--- src/rtl/alu_seq_pkg.sv ---
// Shared types and constants for the ALU command sequencer and its combinational core.
package alu_seq_pkg;

  typedef enum logic [2:0] {
    ADD_RC   = 3'd0,
    ADD_OP   = 3'd1,
    LOGIC    = 3'd2,
    ANYONE   = 3'd3,
    POPMATCH = 3'd4,
    SWAPCMP  = 3'd5,
    HOLD     = 3'd6
  } alu_op_t;

  typedef enum logic [1:0] {
    IDLE  = 2'd0,
    ISSUE = 2'd1,
    EXEC  = 2'd2,
    DONE  = 2'd3
  } seq_state_t;

  localparam logic [7:0] ONES_LO = 8'h0F;
  localparam logic [7:0] ONES_HI = 8'hF0;

  function automatic logic [2:0] popcount4(input logic [3:0] v);
    popcount4 = 3'(v[0]) + 3'(v[1]) + 3'(v[2]) + 3'(v[3]);
  endfunction

endpackage

--- src/rtl/alu_op_sequencer_alu_core.sv ---
// Purely combinational 8-bit function ALU: (op, A, B) -> result.
module alu_core
  import alu_seq_pkg::*;
(
  input  logic [2:0] op_i,
  input  logic [3:0] a_i,
  input  logic [3:0] b_i,
  output logic [7:0] result_o
);

  logic [3:0] rcSum;
  logic [4:0] carry;
  logic [4:0] opSum;

  // Explicit ripple-carry chain; carry[4] lands in result bit 4.
  always_comb begin
    carry[0] = 1'b0;
    rcSum    = '0;
    for (int i = 0; i < 4; i++) begin
      rcSum[i]     = a_i[i] ^ b_i[i] ^ carry[i];
      carry[i + 1] = (a_i[i] & b_i[i]) | (carry[i] & (a_i[i] ^ b_i[i]));
    end
  end

  assign opSum = {1'b0, a_i} + {1'b0, b_i};

  // HOLD yields zero here; the sequencer simply skips the accumulator write.
  always_comb begin
    result_o = {3'b000, carry[4], rcSum};
    case (op_i)
      ADD_RC:   result_o = {3'b000, carry[4], rcSum};
      ADD_OP:   result_o = {3'b000, opSum};
      LOGIC:    result_o = {~(a_i & b_i), ~(a_i ^ b_i)};
      ANYONE:   result_o = (|{a_i, b_i}) ? ONES_LO : 8'h00;
      POPMATCH: result_o = ((popcount4(a_i) == 3'd1) && (popcount4(b_i) == 3'd2)) ? ONES_HI : 8'h00;
      SWAPCMP:  result_o = {a_i, ~b_i};
      HOLD:     result_o = 8'h00;
      default:  result_o = {3'b000, carry[4], rcSum};
    endcase
  end

endmodule

--- src/rtl/alu_op_sequencer.sv ---
// Command FIFO plus issue FSM driving the ALU core; results accumulate in acc,
// whose low nibble feeds back as the B operand of the next command.
module alu_op_sequencer
  import alu_seq_pkg::*;
#(
  parameter int DEPTH = 4,
  parameter int CW    = $clog2(DEPTH) + 1
) (
  input  logic          clock,
  input  logic          reset,
  input  logic          cmd_valid,
  output logic          cmd_ready,
  input  logic [2:0]    cmd_op,
  input  logic [3:0]    cmd_a,
  input  logic          cmd_last,
  output logic [7:0]    acc,
  output logic          busy,
  output logic          done,
  output logic [CW-1:0] fifo_count
);

  localparam int AW = $clog2(DEPTH);

  logic [7:0]    mem_q [DEPTH];
  logic [AW-1:0] wr_q, rd_q;
  logic [CW-1:0] count_q;
  seq_state_t    state_q, state_d;
  logic [2:0]    op_q;
  logic [3:0]    a_q;
  logic          last_q;
  logic [7:0]    acc_q;
  logic          busy_q, done_q;
  logic          push, pop, notEmpty;
  logic [7:0]    aluResult;

  alu_core u_core (
    .op_i     (op_q),
    .a_i      (a_q),
    .b_i      (acc_q[3:0]),
    .result_o (aluResult)
  );

  assign cmd_ready  = (count_q != CW'(DEPTH)) & ~reset;
  assign push       = cmd_valid & cmd_ready;
  assign notEmpty   = (count_q != '0);
  assign acc        = acc_q;
  assign busy       = busy_q;
  assign done       = done_q;
  assign fifo_count = count_q;

  // Only ISSUE pops, and ISSUE is reached only with a non-empty FIFO.
  always_comb begin
    state_d = state_q;
    pop     = 1'b0;
    case (state_q)
      IDLE:    if (notEmpty) state_d = ISSUE;
      ISSUE: begin
        pop     = 1'b1;
        state_d = EXEC;
      end
      EXEC: begin
        if (last_q)        state_d = DONE;
        else if (notEmpty) state_d = ISSUE;
        else               state_d = IDLE;
      end
      DONE:    state_d = notEmpty ? ISSUE : IDLE;
      default: state_d = IDLE;
    endcase
  end

  always_ff @(posedge clock) begin
    if (push) mem_q[wr_q] <= {cmd_op, cmd_a, cmd_last};
  end

  always_ff @(posedge clock) begin
    if (reset) begin
      state_q <= IDLE;
      wr_q    <= '0;
      rd_q    <= '0;
      count_q <= '0;
      op_q    <= '0;
      a_q     <= '0;
      last_q  <= 1'b0;
      acc_q   <= '0;
      busy_q  <= 1'b0;
      done_q  <= 1'b0;
    end else begin
      state_q <= state_d;
      if (push) wr_q <= wr_q + AW'(1);
      if (pop) begin
        rd_q                  <= rd_q + AW'(1);
        {op_q, a_q, last_q}   <= mem_q[rd_q];
      end
      case ({push, pop})
        2'b10:   count_q <= count_q + CW'(1);
        2'b01:   count_q <= count_q - CW'(1);
        default: count_q <= count_q;
      endcase
      if ((state_q == EXEC) && (op_q != 3'(HOLD))) acc_q <= aluResult;
      busy_q <= (state_d != IDLE);
      done_q <= (state_d == DONE);
    end
  end

endmodule

--- config.mk ---
export PLATFORM = sky130hd
export DESIGN_NAME = alu_op_sequencer
export DESIGN_NICKNAME = d
export VERILOG_FILES = /design/src/rtl/alu_seq_pkg.sv /design/src/rtl/alu_op_sequencer_alu_core.sv /design/src/rtl/alu_op_sequencer.sv
export SDC_FILE = /design/constraint.sdc
export NUM_CORES = 1
export LEC_CHECK = 0
export ABC_AREA = 1
export BUFFER_PORTS_ARGS = -buffer_cell sky130_fd_sc_hd__buf_4
export CAP_MARGIN = 10
export CORE_ASPECT_RATIO = 0.9
export CORE_MARGIN = 2
export CORE_UTILIZATION = 55
export DETAILED_ROUTE_END_ITERATION = 6
export PLACE_DENSITY = 0.72
export SKIP_CTS_REPAIR_TIMING = 1
export SYNTH_ARGS = -nofsm -noshare
export SYNTH_HDL_FRONTEND = slang
export SYNTH_SLANG_ARGS = --single-unit
--- constraint.sdc ---
create_clock -name clock -period 2.3 [get_ports clock]
set_input_delay 0.46 -clock clock [delete_from_list [all_inputs] [get_ports clock]]
set_output_delay 0.46 -clock clock [all_outputs]
set_load 0.05 [all_outputs]
---- Word level (Yosys, flattened, before mapping) ----
Memories as Yosys holds them, arrays and structs flattened. A register that Yosys moved wholly into a read port is not among the register bits.
Index checks and enable logic that the tools add are counted.
operators by class
  $add $sub $neg .......................... 11
  equal/unequal tests ..................... 16
  multiplexer cells ....................... 11
  bitwise operators ....................... 25
  reduce and logical (&&, ||, !) cells .... 7
operator list
  operator                                        count
  one-hot mux 8 bit (6 select lines)              1
  adder 3 x 1 -> 3 bit                            4
  inverter 4 bit                                  3
  bitwise AND 1 bit                               9
  == test 3 x 2 -> 1 bit (second input constant)  3
  == test 3 bit (second input constant)           3
  == test 2 bit (second input constant)           4
  two-way mux 8 bit                               1
  one-hot mux 2 bit (4 select lines)              1
  OR reduction 8 bit                              1
  XOR 1 bit                                       7
  == test 3 x 1 -> 1 bit (second input constant)  2
  inequality test 3 bit (second input constant)   2
  one-hot mux 3 bit (2 select lines)              1
  adder 4 x 4 -> 5 bit                            1
  adder 1 x 1 -> 2 bit                            2
  adder 2 x 1 -> 2 bit (second input constant)    2
  bitwise AND 4 bit                               1
  == test 2 x 1 -> 1 bit (second input constant)  2
  two-way mux 1 bit                               4
  two-way mux 2 bit                               2
  two-way mux 4 bit                               1
  nonzero test 2 bit                              2
  XOR 4 bit                                       1
  7 further kinds                                 10
storage, ports and cells
  bits in registers ....................... 19
  RAM bits ................................ 32
  bits of input ports ..................... 11
  output and inout port bits .............. 14
  word-level logic and storage cells ...... 78
  memories kept ........................... 1
memory list
  memory  words  width  rd ports  clocked after memory_dff  wr ports  RTL line                source
  mem_q   4      8      1         1                         1         alu_op_sequencer.sv:24  logic [7:0] mem_q [DEPTH];

---- Depth between registers and ports, before layout ----
Gate-level depths: netlist of run 1.
  depth in word-level cells ............... 8
  gate-level depth with buffers ........... 11
  mapped depth without buffers ............ 11

---- Cells and area by module ----
From an unflattened synthesis of run 1, not the netlist that was laid out.
unflattened totals
  cells, all modules ...................... 368
  area, all modules ....................... 3,109.2 um^2
by module, submodules not included
  module            times used  cells each  area each (um^2)  seq. area each (um^2)
  alu_op_sequencer  1           267         2,462.4           1,501.4
  alu_core          1           101         646.9             0.0

---- Worst setup path before layout of run 1 ----
OpenSTA, ideal clock, no wires.
  path type ............................... register -> register
  start point ............................. reg count_q[0] (netlist: fifo_count[0])
  end point ............................... reg count_q[1] (netlist: fifo_count[1])
  library setup time ...................... 0.065 ns
  arrival ................................. 3.144 ns
  data required time ...................... 2.235 ns
  slack ................................... -0.909 ns
  stages on the path, launching flop included .. 10
  buffers on the path ..................... 0
  clock period less this slack ............ 3.209 ns
  path through ............................ dfxtp_1 -> inv_1 -> a31oi_1 -> nand2_1 -> ha_1 -> inv_1 -> fa_1 -> nor2_1 -> a21oi_1 -> nor2_1
on the way
  longest elaborated chain between the ends .. 5
  elaborated cells between the ends (all ways) .. 9
  those cells by class .................... add/sub: 2; eq/ne: 3; mux: 1; bitwise: 2; reduce/logical: 1
ends and longest elaborated chain
  element                                                                   RTL line                source
  from (decl)                                                               alu_op_sequencer.sv:26  logic [CW-1:0] count_q;
  from (signal assigned)                                                    alu_op_sequencer.sv:95  2'b10: count_q <= count_q + CW'(1);
  from (signal assigned)                                                    alu_op_sequencer.sv:96  2'b01: count_q <= count_q - CW'(1);
  from (signal assigned)                                                    alu_op_sequencer.sv:97  default: count_q <= count_q;
  inequality test 3 bit *                                                   alu_op_sequencer.sv:43  assign cmd_ready = (count_q != CW'(DEPTH)) & ~reset;
  bitwise AND 1 bit *                                                       alu_op_sequencer.sv:43
  via cmd_ready                                                             alu_op_sequencer.sv:12  output logic cmd_ready,
  bitwise AND 1 bit *                                                       alu_op_sequencer.sv:44  assign push = cmd_valid & cmd_ready;
  == test 2 x 1 -> 1 bit or == test 2 bit (tied branches)                   alu_op_sequencer.sv:94  case ({push, pop})
  one-hot mux 3 bit (2 select lines) or nonzero test 2 bit (tied branches)  -
Mark *: on every way through the listed nets, which the timed path passes. The rest lies on a longest branch.
A chain may end at the register's enable or synchronous reset.

---- Worst setup path in the final report of run 1 ----
  start point ............................. reg acc_q[1] (netlist: acc[1])
  end point ............................... reg acc_q[4] (netlist: acc[4])
on the way
  longest elaborated chain between the ends .. 8
  elaborated cells between the ends (all ways) .. 16
  those cells by class .................... add/sub: 4; eq/ne: 1; mux: 2; bitwise: 8; reduce/logical: 1
ends and longest elaborated chain
  element                                                                       RTL line                         source
  from (decl)                                                                   alu_op_sequencer.sv:31           logic [7:0] acc_q;
  from (signal assigned)                                                        alu_op_sequencer.sv:99           if ((state_q == EXEC) && (op_q != 3'(HOLD))) acc_q <= aluResult;
  parallel branches: the longest is 7 deep, another holds adder 3 x 1 -> 3 bit  -
  one-hot mux 8 bit (6 select lines) *                                          alu_op_sequencer_alu_core.sv:30  case (op_i)
Mark *: on every way between the ends.

==> results.ini, run 1 <==
[route]
wl_um = 5740
viasPerCell = 5.23
ant_nets = 0
wl_per_cell_um = 13.4
dr_total_vias = 2233
drt_iter0_drc = 106
drcViolationCount = 0
first_pass_iters = 4

[synth]
avgSynthCellArea_um2 = 9.13
synth_area_mm2 = 0.00292
synth-warning-count = 0
synth_top_area_cell = edfxtp_1
synth.distinct_cells = 30
synth_nets = 352
synth_cells = 320
synth_top_area_share_pct = 32.9
synth_area_leaders = edfxtp_1 (33%), dfxtp_1 (18%), ha_1 (6.4%)
ys_seq_area_share_pct = 51.4
synth_seq_cells = 59

[timing]
max_clock_freq_ghz = 0.462
period_needed_ns = 2.17
max-slew-margin-rel_pct = 67.4
hold_viol_final = 0
setup_violations = 0
finClkSkew_ns = 0.00712
tightest_slew_ns = 0.488
setup_ws_ns = 0.135
finalCritPeriodShare_pct = 94.1
drv_slew = 0

[clock_tree]
clock_path_buffers = 2
cts.clk_slew.worst_paths_ns = 0.07
cts_tree = built
cts-root-buf = clkbuf_8
clock_latency_ns = 0.34
cts_max_level = 3
numCtsBuffers = 9
clkSinkCount = 59

[floorplan]
core-area_mm2 = 0.00519
die_h_um = 73.2
die-area_mm2 = 0.00591
rows = 25
initial_utilization_pct = 56.3
pin_count = 25
chipWidth_um = 80.8

[cells_and_area]
multi_input_area_mm2 = 0.00120
final_nets = 387
ff_latch_area_mm2 = 0.00151
area_growth_pct = 17.2
num-fill-cells = 446
antenna_cells = 0
drive_above_1_share_pct = 20.0
instances_no_fill = 427

[setup_path]
worstPathRequired_ns = 2.57
startpoint_type = flip-flop
crit_top_cell = nand2_1
crit_path_end_kind = flip-flop
crit_end = acc[4]
cp_num_cells = 11
r2r-start = acc[1]
cp_num_buf_inv = 1
critPathKind = reg2reg
path_cells = inv_1, ha_1, fa_1, ha_1, nand2_1, nand3b_1, nor2_2, nor2_1, nand2_1, nand2_1, a21oi_1
rrSetupSlack_ns = 0.13
arrival_ns = 2.44
critPathMaxStageDelay_ns = 0.39
critPathTopFamily = adder cells
rr_worst_depth = 11
crit_slowest_cell = dfxtp_2
setup.worst_path.start = acc[1]
regToRegEndpoint = acc[4]
cp_max_fo = 5

[power_and_ir_drop]
p_clk_share_pct = 26.3
p_sw_share_pct = 38.9
p_int_mw = 2.15
switching_power_mw = 1.37
max-vdd-ir-drop_v = 0.000748
p_per_area_mw_per_mm2 = 1030
seqPwrFrac_pct = 39.9
p_leak_nw = 1.44
comb_power_share_pct = 33.8

[placed_design]
hpwl_um = 4030
io_buffers = 24
finalWeightedCongestion = 0.907
dp_slack_ns = 0.122
placed_cells = 411

[grt]
grt-ovfl-total = 0
track_usage_pct = 21.6
antenna_found_initial = 0
grt_max_degree = 23
grt_pass1_wl_um = 9260
grt_pass1_vias = 2030

[outcome]
status = finished, final reports clean

[min_path]
hp-class = in2reg

[run]
drv_cap = 0

## cell usage after synthesis
library cell and instances:
edfxtp_1 32, nor2_4 1, nor2_1 47, nor3_1 1, a21oi_1 24, dfxtp_1 27
nand4_1 2, clkbuf_1 3, buf_6 1, nand2_2 5, nand3b_1 3, nand2_1 36
o21ai_1 1, ha_1 15, inv_4 1, nor3_4 1, nand3_1 9, o21ai_0 35
buf_4 2, o21ai_2 2, o31ai_1 1, buf_2 3, nor3_2 1, a31oi_1 3
inv_1 45, xor2_1 1, nor2_2 1, fa_1 6, o22ai_1 8, inv_2 3
## power by group through the flow
stage,clock network (mW),logic (mW),registers [mW]
2_1_floorplan,0,0.850,1.47
3_3_place_gp,0,1.16,1.42
3_5_place_dp,0,1.17,1.42
4_1_cts,0.936,1.18,1.40
5_1_grt,0.987,1.35,1.42
6_report,0.924,1.19,1.40
## kinds of logic (layout without fill, tap and decap cells)
logic type / Yosys count / after routing / share of synthesized area, %
buf+inv: 58 / 98 / 8.18
fa+ha+maj: 21 / 21 / 10.5
xor+xnor: 1 / 1 / 0.300
compound gates: 74 / 74 / 13.5
flops: 59 / 59 / 51.4
simple gates: 107 / 107 / 16.1
## stage by stage
stage                     hold WS (ns)  setup TNS [ns]  util (%)  instance area [um2]  power [mW]
final                            0.314               0      66.0                 3430        3.51
after detailed placement         0.458               0      62.1                 3220        2.59
after global placement           0.456               0      62.1                 3220        2.58
after global routing             0.298        -0.00364      66.0                 3430        3.76
after floorplan                  0.460         -0.0116         -                 2940        2.32
after CTS                        0.303               0      65.8                 3420        3.51
## worst min path at each step
stage                     depth (start not counted)     endpoint  slack [ns]      start
after CTS                                         1  mem_q[0][0]        0.30   cmd_last
after floorplan                                   2         done        0.46     last_q
after global routing                              1  mem_q[3][6]        0.30  cmd_op[1]
after global placement                            2       acc[6]        0.46     acc[6]
final                                             1  mem_q[3][5]        0.31  cmd_op[0]
after detailed placement                          2       acc[4]        0.46     acc[4]
## routing by layer
layer / vias to the layer above / GRT usage [%] / routed length, um
li1: 1134 / - / -
met1: 1024 / 27.5 / 2630
met2: 64 / 33.3 / 2660
met3: 11 / 8.54 / 341
met4: 0 / 8.10 / 110
met5: - / 0 / 0
## cell usage in the layout (no fill, tap or decap), types with 2 or more instances in the layout
cell type and n:
nor2_1 46, inv_1 45, nand2_1 36, o21ai_0 35, buf_4 33, edfxtp_1 32, a21oi_1 23, dfxtp_1 21
ha_1 15, nand3_1 9, clkbuf_8 9, o22ai_1 8, fa_1 6, nand2_2 5, dfxtp_2 5, nand3b_1 3
inv_2 3, nor2_2 2, nand4_1 2, o21ai_2 2, a31oi_1 2, clkinv_2 2
## state kept, by name, summed over array words and instances (netlist names)
signal,flops
rd_q,2
mem_q,32
last_q,1
done,1
wr_q,2
busy,1
acc,8
a_q,4
state_q,2
fifo_count,3
op_q,3
## final cells by class
type / instances / area share [%]
sequential: 59 / 44.1
inverter: 49 / 5.44
timing repair buffer: 33 / 7.23
clock buffer: 10 / 3.73
tap: 67 / 2.45
clock inverter: 6 / 1.90
multi-input combinational: 203 / 35.1
Note: power is estimated with default switching activity, not from simulation.
==> run 2: changes to the inputs <==
--- a/config.mk
+++ b/config.mk
@@ -11,6 +11,7 @@
 export CORE_ASPECT_RATIO = 0.9
 export CORE_MARGIN = 2
 export CORE_UTILIZATION = 55
+export CTS_CLUSTER_SIZE = 40
 export DETAILED_ROUTE_END_ITERATION = 6
 export PLACE_DENSITY = 0.72
 export SKIP_CTS_REPAIR_TIMING = 1
==> constraint.sdc (replaced) <==
create_clock -name clock -period 2.4 [get_ports clock]
set_input_delay 0.48 -clock clock [delete_from_list [all_inputs] [get_ports clock]]
set_output_delay 0.48 -clock clock [all_outputs]
set_load 0.05 [all_outputs]
==> results.ini, run 2 (same netlist as run 1, synthesis figures left out) <==
[outcome]
status = finished, final reports clean

[power_and_ir_drop]
p_leak_nw = 1.42  ; -1.1%
p_per_area_mw_per_mm2 = 972  ; -5.2%
max-vdd-ir-drop_v = 0.000526  ; -30%

[setup_path]
path_cells = inv_1, ha_1, fa_1, ha_1, nand2_1, nand3b_1, nor2_1, nor2_1, nand2_1, nand2_1, a21oi_1
critPathMaxStageDelay_ns = 0.43  ; +0.04 ns
startpoint_type = flip-flop
cp_num_buf_inv = 1  ; unchanged
worstPathRequired_ns = 2.66  ; +0.09 ns
critPathTopFamily = adder cells
arrival_ns = 2.55  ; +0.11 ns
crit_path_end_kind = flip-flop
cp_max_fo = 5  ; unchanged
critPathKind = reg2reg
crit_top_cell = nand2_1
crit_slowest_cell = dfxtp_1

[clock_tree]
cts-root-buf = clkbuf_8
cts.clk_slew.worst_paths_ns = 0.08  ; about the same
clock_latency_ns = 0.33  ; about the same
clock_path_buffers = 2  ; unchanged
numCtsBuffers = 9  ; unchanged
cts_tree = built
cts_max_level = 3  ; unchanged
clkSinkCount = 59  ; unchanged

[grt]
antenna_found_initial = 0  ; unchanged
track_usage_pct = 23.0  ; +1.4 points
grt_pass1_wl_um = 10100  ; +9.2%
grt_pass1_vias = 2217  ; +9.2%
grt-ovfl-total = 0  ; unchanged
grt_max_degree = 23  ; unchanged

[cells_and_area]
final_area_mm2 = 0.00339  ; -1.1%
num-fill-cells = 438  ; -1.8%
area_growth_pct = 15.9
drive_above_1_share_pct = 18.4  ; -1.6 points
final_nets = 385  ; -0.52%
largest_reg_flops = 32  ; unchanged
regMostFlops = mem_q
antenna_cells = 0  ; unchanged
layout_common_cells = nor2_1 (47), inv_1 (45), nand2_1 (36)
final_common_cell = nor2_1

[route]
wl_per_cell_um = 13.7  ; +2.0%
drcViolationCount = 0  ; unchanged
drt_iter0_drc = 131  ; +24%
ant_nets = 0  ; unchanged
dr_total_vias = 2216  ; -0.76%
wl_um = 5830  ; +1.5%
first_pass_iters = 4  ; unchanged
viasPerCell = 5.21  ; -0.29%

[timing]
rsz0062_at_grt = no
tightest_slew_ns = 0.503  ; +0.0146 ns
period_needed_ns = 2.28  ; +0.118 ns
drv_slew = 0  ; unchanged
finalCritPeriodShare_pct = 95.1  ; +0.97 points
max_clock_freq_ghz = 0.438  ; -5.1%
setup_violations = 0  ; unchanged
finClkSkew_ns = 0.00779  ; +0.000672 ns
hold_viol_final = 0  ; unchanged
max-slew-margin-rel_pct = 66.5  ; -0.98 points
finalSetupTns_ns = 0  ; unchanged

[floorplan]
initial_utilization_pct = 56.3  ; unchanged
pin_count = 25  ; unchanged
rows = 25  ; unchanged
chipWidth_um = 80.8  ; unchanged
die-area_mm2 = 0.00591  ; unchanged
core-area_mm2 = 0.00519  ; unchanged
die_h_um = 73.2  ; unchanged

[placed_design]
io_buffers = 24  ; unchanged
finalWeightedCongestion = 0.900  ; -0.84%
placed_cell_area_mm2 = 0.00321  ; -0.54%
hpwl_um = 4200  ; +4.2%

[min_path]
hp-class = in2reg

[run]
drv_cap = 0  ; unchanged

[run 2: cell count changes in the layout (fill, tap and decap cells not counted), moves of 2 or more]
cell     delta
dfxtp_1     +3
inv_6       +2
dfxtp_2     -2
buf_4       -2
[run 2: final timing paths]
path / depth (start not counted) / end / start / slack (ns)
setup / recovery: 11 / acc[4] / acc[0] / 0.12
hold / removal: 1 / mem_q[3][3] / cmd_a[2] / 0.34
setup reg to reg: 11 / acc[4] / acc[0] / 0.12
hold reg to reg: 2 / acc[6] / acc[6] / 0.46
[run 2: cell type report]
class                           count  area (um2)  share of cell area [%]
Sequential cell                    59        1510                    44.4
Clock buffer                        9         124                    3.66
Tap cell                           67        83.8                    2.47
Clock inverter                      7        58.8                    1.74
Timing Repair Buffer               31         233                    6.87
Multi-Input combinational cell    203        1200                    35.3
Inverter                           49         186                    5.50
[run 2: metal layers]
| metal | wire [um] | vias up | global-route usage, % | share of wire [%] |
|---|---|---|---|---|
| met4 | 132 | 0 | 8.29 | 2.3 |
| li1 | - | 1129 | - | - |
| met2 | 2790 | 48 | 36.8 | 48 |
| met5 | 0 | - | 0 | 0 |
| met3 | 269 | 14 | 7.67 | 4.6 |
| met1 | 2640 | 1025 | 29.4 | 45 |
[run 2: power by group]
| group | internal [mW] | switching, mW |
|---|---|---|
| sequential | 1.19 | 0.149 |
| clock | 0.391 | 0.432 |
| combinational | 0.373 | 0.755 |
[run 2: stage by stage]
stage	total power [mW]	cells	hold WS [ns]	utilization, %	setup WS [ns]
finish	3.29	425	0.340	65.3	0.117
global route	3.56	425	0.317	65.3	0.0212
CTS	3.32	425	0.327	65.3	0.119
detailed placement	2.49	409	0.457	61.7	0.147
global placement	2.46	409	0.454	61.7	0.229
floorplan	2.22	320	0.460	-	0.00501
[run 2: worst reg2reg max path: cells and delay by family, from the launching register on]
family / cells / cell delay [ns]
flip-flops: 1 / 0.43
AND/OR/NAND/NOR: 6 / 0.57
AO/OA/AOI/OAI: 1 / 0.12
adder cells (fa/ha/maj): 3 / 0.98
buffers and inverters: 1 / 0.09
==> run 3: changes to the inputs <==
--- a/config.mk
+++ b/config.mk
@@ -10,10 +10,11 @@
 export CAP_MARGIN = 10
 export CORE_ASPECT_RATIO = 0.9
 export CORE_MARGIN = 2
-export CORE_UTILIZATION = 55
+export CORE_UTILIZATION = 25
 export CTS_CLUSTER_SIZE = 40
 export DETAILED_ROUTE_END_ITERATION = 6
-export PLACE_DENSITY = 0.72
+export PLACE_DENSITY = 0.38
+export REMOVE_ABC_BUFFERS = 1
 export SKIP_CTS_REPAIR_TIMING = 1
 export SYNTH_ARGS = -nofsm -noshare
 export SYNTH_HDL_FRONTEND = slang
==> results.ini, run 3 (same netlist as run 1, synthesis figures left out) <==
[outcome]
status = finished, final reports clean

[grt]
grt-ovfl-total = 0  ; unchanged
antenna_found_initial = 0  ; unchanged
grt_pass1_wl_um = 11500  ; +14%
track_usage_pct = 12.0  ; -11 points
grt_max_degree = 23  ; unchanged
grt_pass1_vias = 2177  ; -1.8%

[cells_and_area]
final_common_cell = nor2_1
drive_above_1_share_pct = 18.2  ; -0.25 points
largest_reg_flops = 32  ; unchanged
regMostFlops = mem_q
area_growth_pct = 25.0
num-fill-cells = 1232  ; +180%
layout_common_cells = nor2_1 (47), inv_1 (45), nand2_1 (36), buf_4 (36), o21ai_0 (35)
final_nets = 390  ; +1.3%
antenna_cells = 0  ; unchanged

[placed_design]
hpwl_um = 4870  ; +16%
io_buffers = 24  ; unchanged
finalWeightedCongestion = 0.814  ; -9.5%

[min_path]
hp-class = in2reg
hold_path_depth = 1  ; unchanged

[setup_path]
startpoint_type = flip-flop
arrival_ns = 2.41  ; -0.14 ns
crit_path_end_kind = flip-flop
rrSetupSlack_ns = 0.25  ; +0.13 ns
critPathKind = reg2reg
cp_max_fo = 5  ; unchanged
rr_worst_depth = 9  ; -2
worstPathRequired_ns = 2.66  ; about the same

[timing]
finalCritPeriodShare_pct = 89.6  ; -5.5 points
period_needed_ns = 2.15  ; -0.133 ns
finalSetupTns_ns = 0  ; unchanged
tightest_slew_ns = 0.519  ; +0.0161 ns
drv_slew = 0  ; unchanged
finClkSkew_ns = 0.00345  ; -0.00435 ns
rsz0062_at_grt = no
max_clock_freq_ghz = 0.465  ; +6.2%
max-slew-margin-rel_pct = 65.4  ; -1.1 points
hold_ws_ns = 0.349  ; +0.00917 ns
setup_violations = 0  ; unchanged
hold_viol_final = 0  ; unchanged

[route]
ant_nets = 0  ; unchanged
drcViolationCount = 0  ; unchanged
dr_total_vias = 2191  ; -1.1%
wl_um = 6870  ; +18%
wl_per_cell_um = 13.2  ; -3.4%
drt_iter0_drc = 79  ; -40%
viasPerCell = 4.22  ; -19%
first_pass_iters = 4  ; unchanged

[clock_tree]
cts_tree = built
cts-root-buf = clkbuf_16
cts_max_level = 3  ; unchanged
clock_latency_ns = 0.33  ; about the same
clkSinkCount = 59  ; unchanged
cts.clk_slew.worst_paths_ns = 0.05  ; -0.03 ns
clock_path_buffers = 2  ; unchanged
numCtsBuffers = 9  ; unchanged

[floorplan]
core-area_mm2 = 0.0114  ; +120%
rows = 37  ; +48%
initial_utilization_pct = 25.6  ; -31 points
pin_count = 25  ; unchanged
chipWidth_um = 118  ; +46%
die-area_mm2 = 0.0126  ; +110%
die_h_um = 107  ; +46%

[power_and_ir_drop]
max-vdd-ir-drop_v = 0.000415  ; -21%
p_per_area_mw_per_mm2 = 1060  ; +8.9%
p_leak_nw = 1.50  ; +5.8%

[run]
drv_cap = 0  ; unchanged

## run 3: per-layer routing
metal / GRT usage, % / share of wire, % / up-vias / wire length (um)
met3: 3.40 / 3.7 / 10 / 252
met2: 19.2 / 46 / 35 / 3130
met5: 0 / 0 / - / 0
met1: 15.2 / 49 / 1012 / 3390
met4: 5.42 / 1.5 / 0 / 106
li1: - / - / 1134 / -
## run 3: layout make-up
type | instances | area, um2 | area share (%)
multi-input combinational | 203 | 1180 | 32.4
inverter | 49 | 186 | 5.10
clock buffer | 9 | 225 | 6.16
tap | 156 | 195 | 5.34
clock inverter | 7 | 92.6 | 2.53
timing repair buffer | 36 | 270 | 7.39
sequential | 59 | 1500 | 41.1
## run 3: path summary, 6_finish.rpt
kind | from | endpoint
worst max register to register | acc[0] | acc[7]
worst max-delay path | acc[0] | acc[7]
worst min register to register | acc[4] | acc[4]
worst min-delay path | cmd_op[0] | mem_q[0][5]
## run 3: per-stage QoR
step                instances  util [%]  power, mW  cell area, um2  setup slack (ns)
CTS                       519      32.0       3.93            3650             0.175
finish                    519      32.0       3.87            3650             0.250
floorplan                 311         -       2.15            2870            -0.809
global placement          503      29.2       2.55            3340             0.189
global route              519      32.0       4.18            3650            0.0469
detailed placement        503      29.2       2.53            3340             0.185
## run 3: power by group
group	leakage [nW]	switching [mW]	total, mW	internal (mW)
logic	0.839	0.781	1.17	0.388
registers	0.511	0.134	1.32	1.19
clock network	0.151	0.470	1.37	0.904
## run 3: critical path: stages, from the launching register on
cell,delay (ns)
dfxtp_2,0.37
inv_1,0.07
ha_1,0.31
fa_1,0.37
ha_1,0.28
nand2_1,0.04
nand3b_1,0.17
nor2_1,0.18
o21ai_0,0.15
a21oi_1,0.13
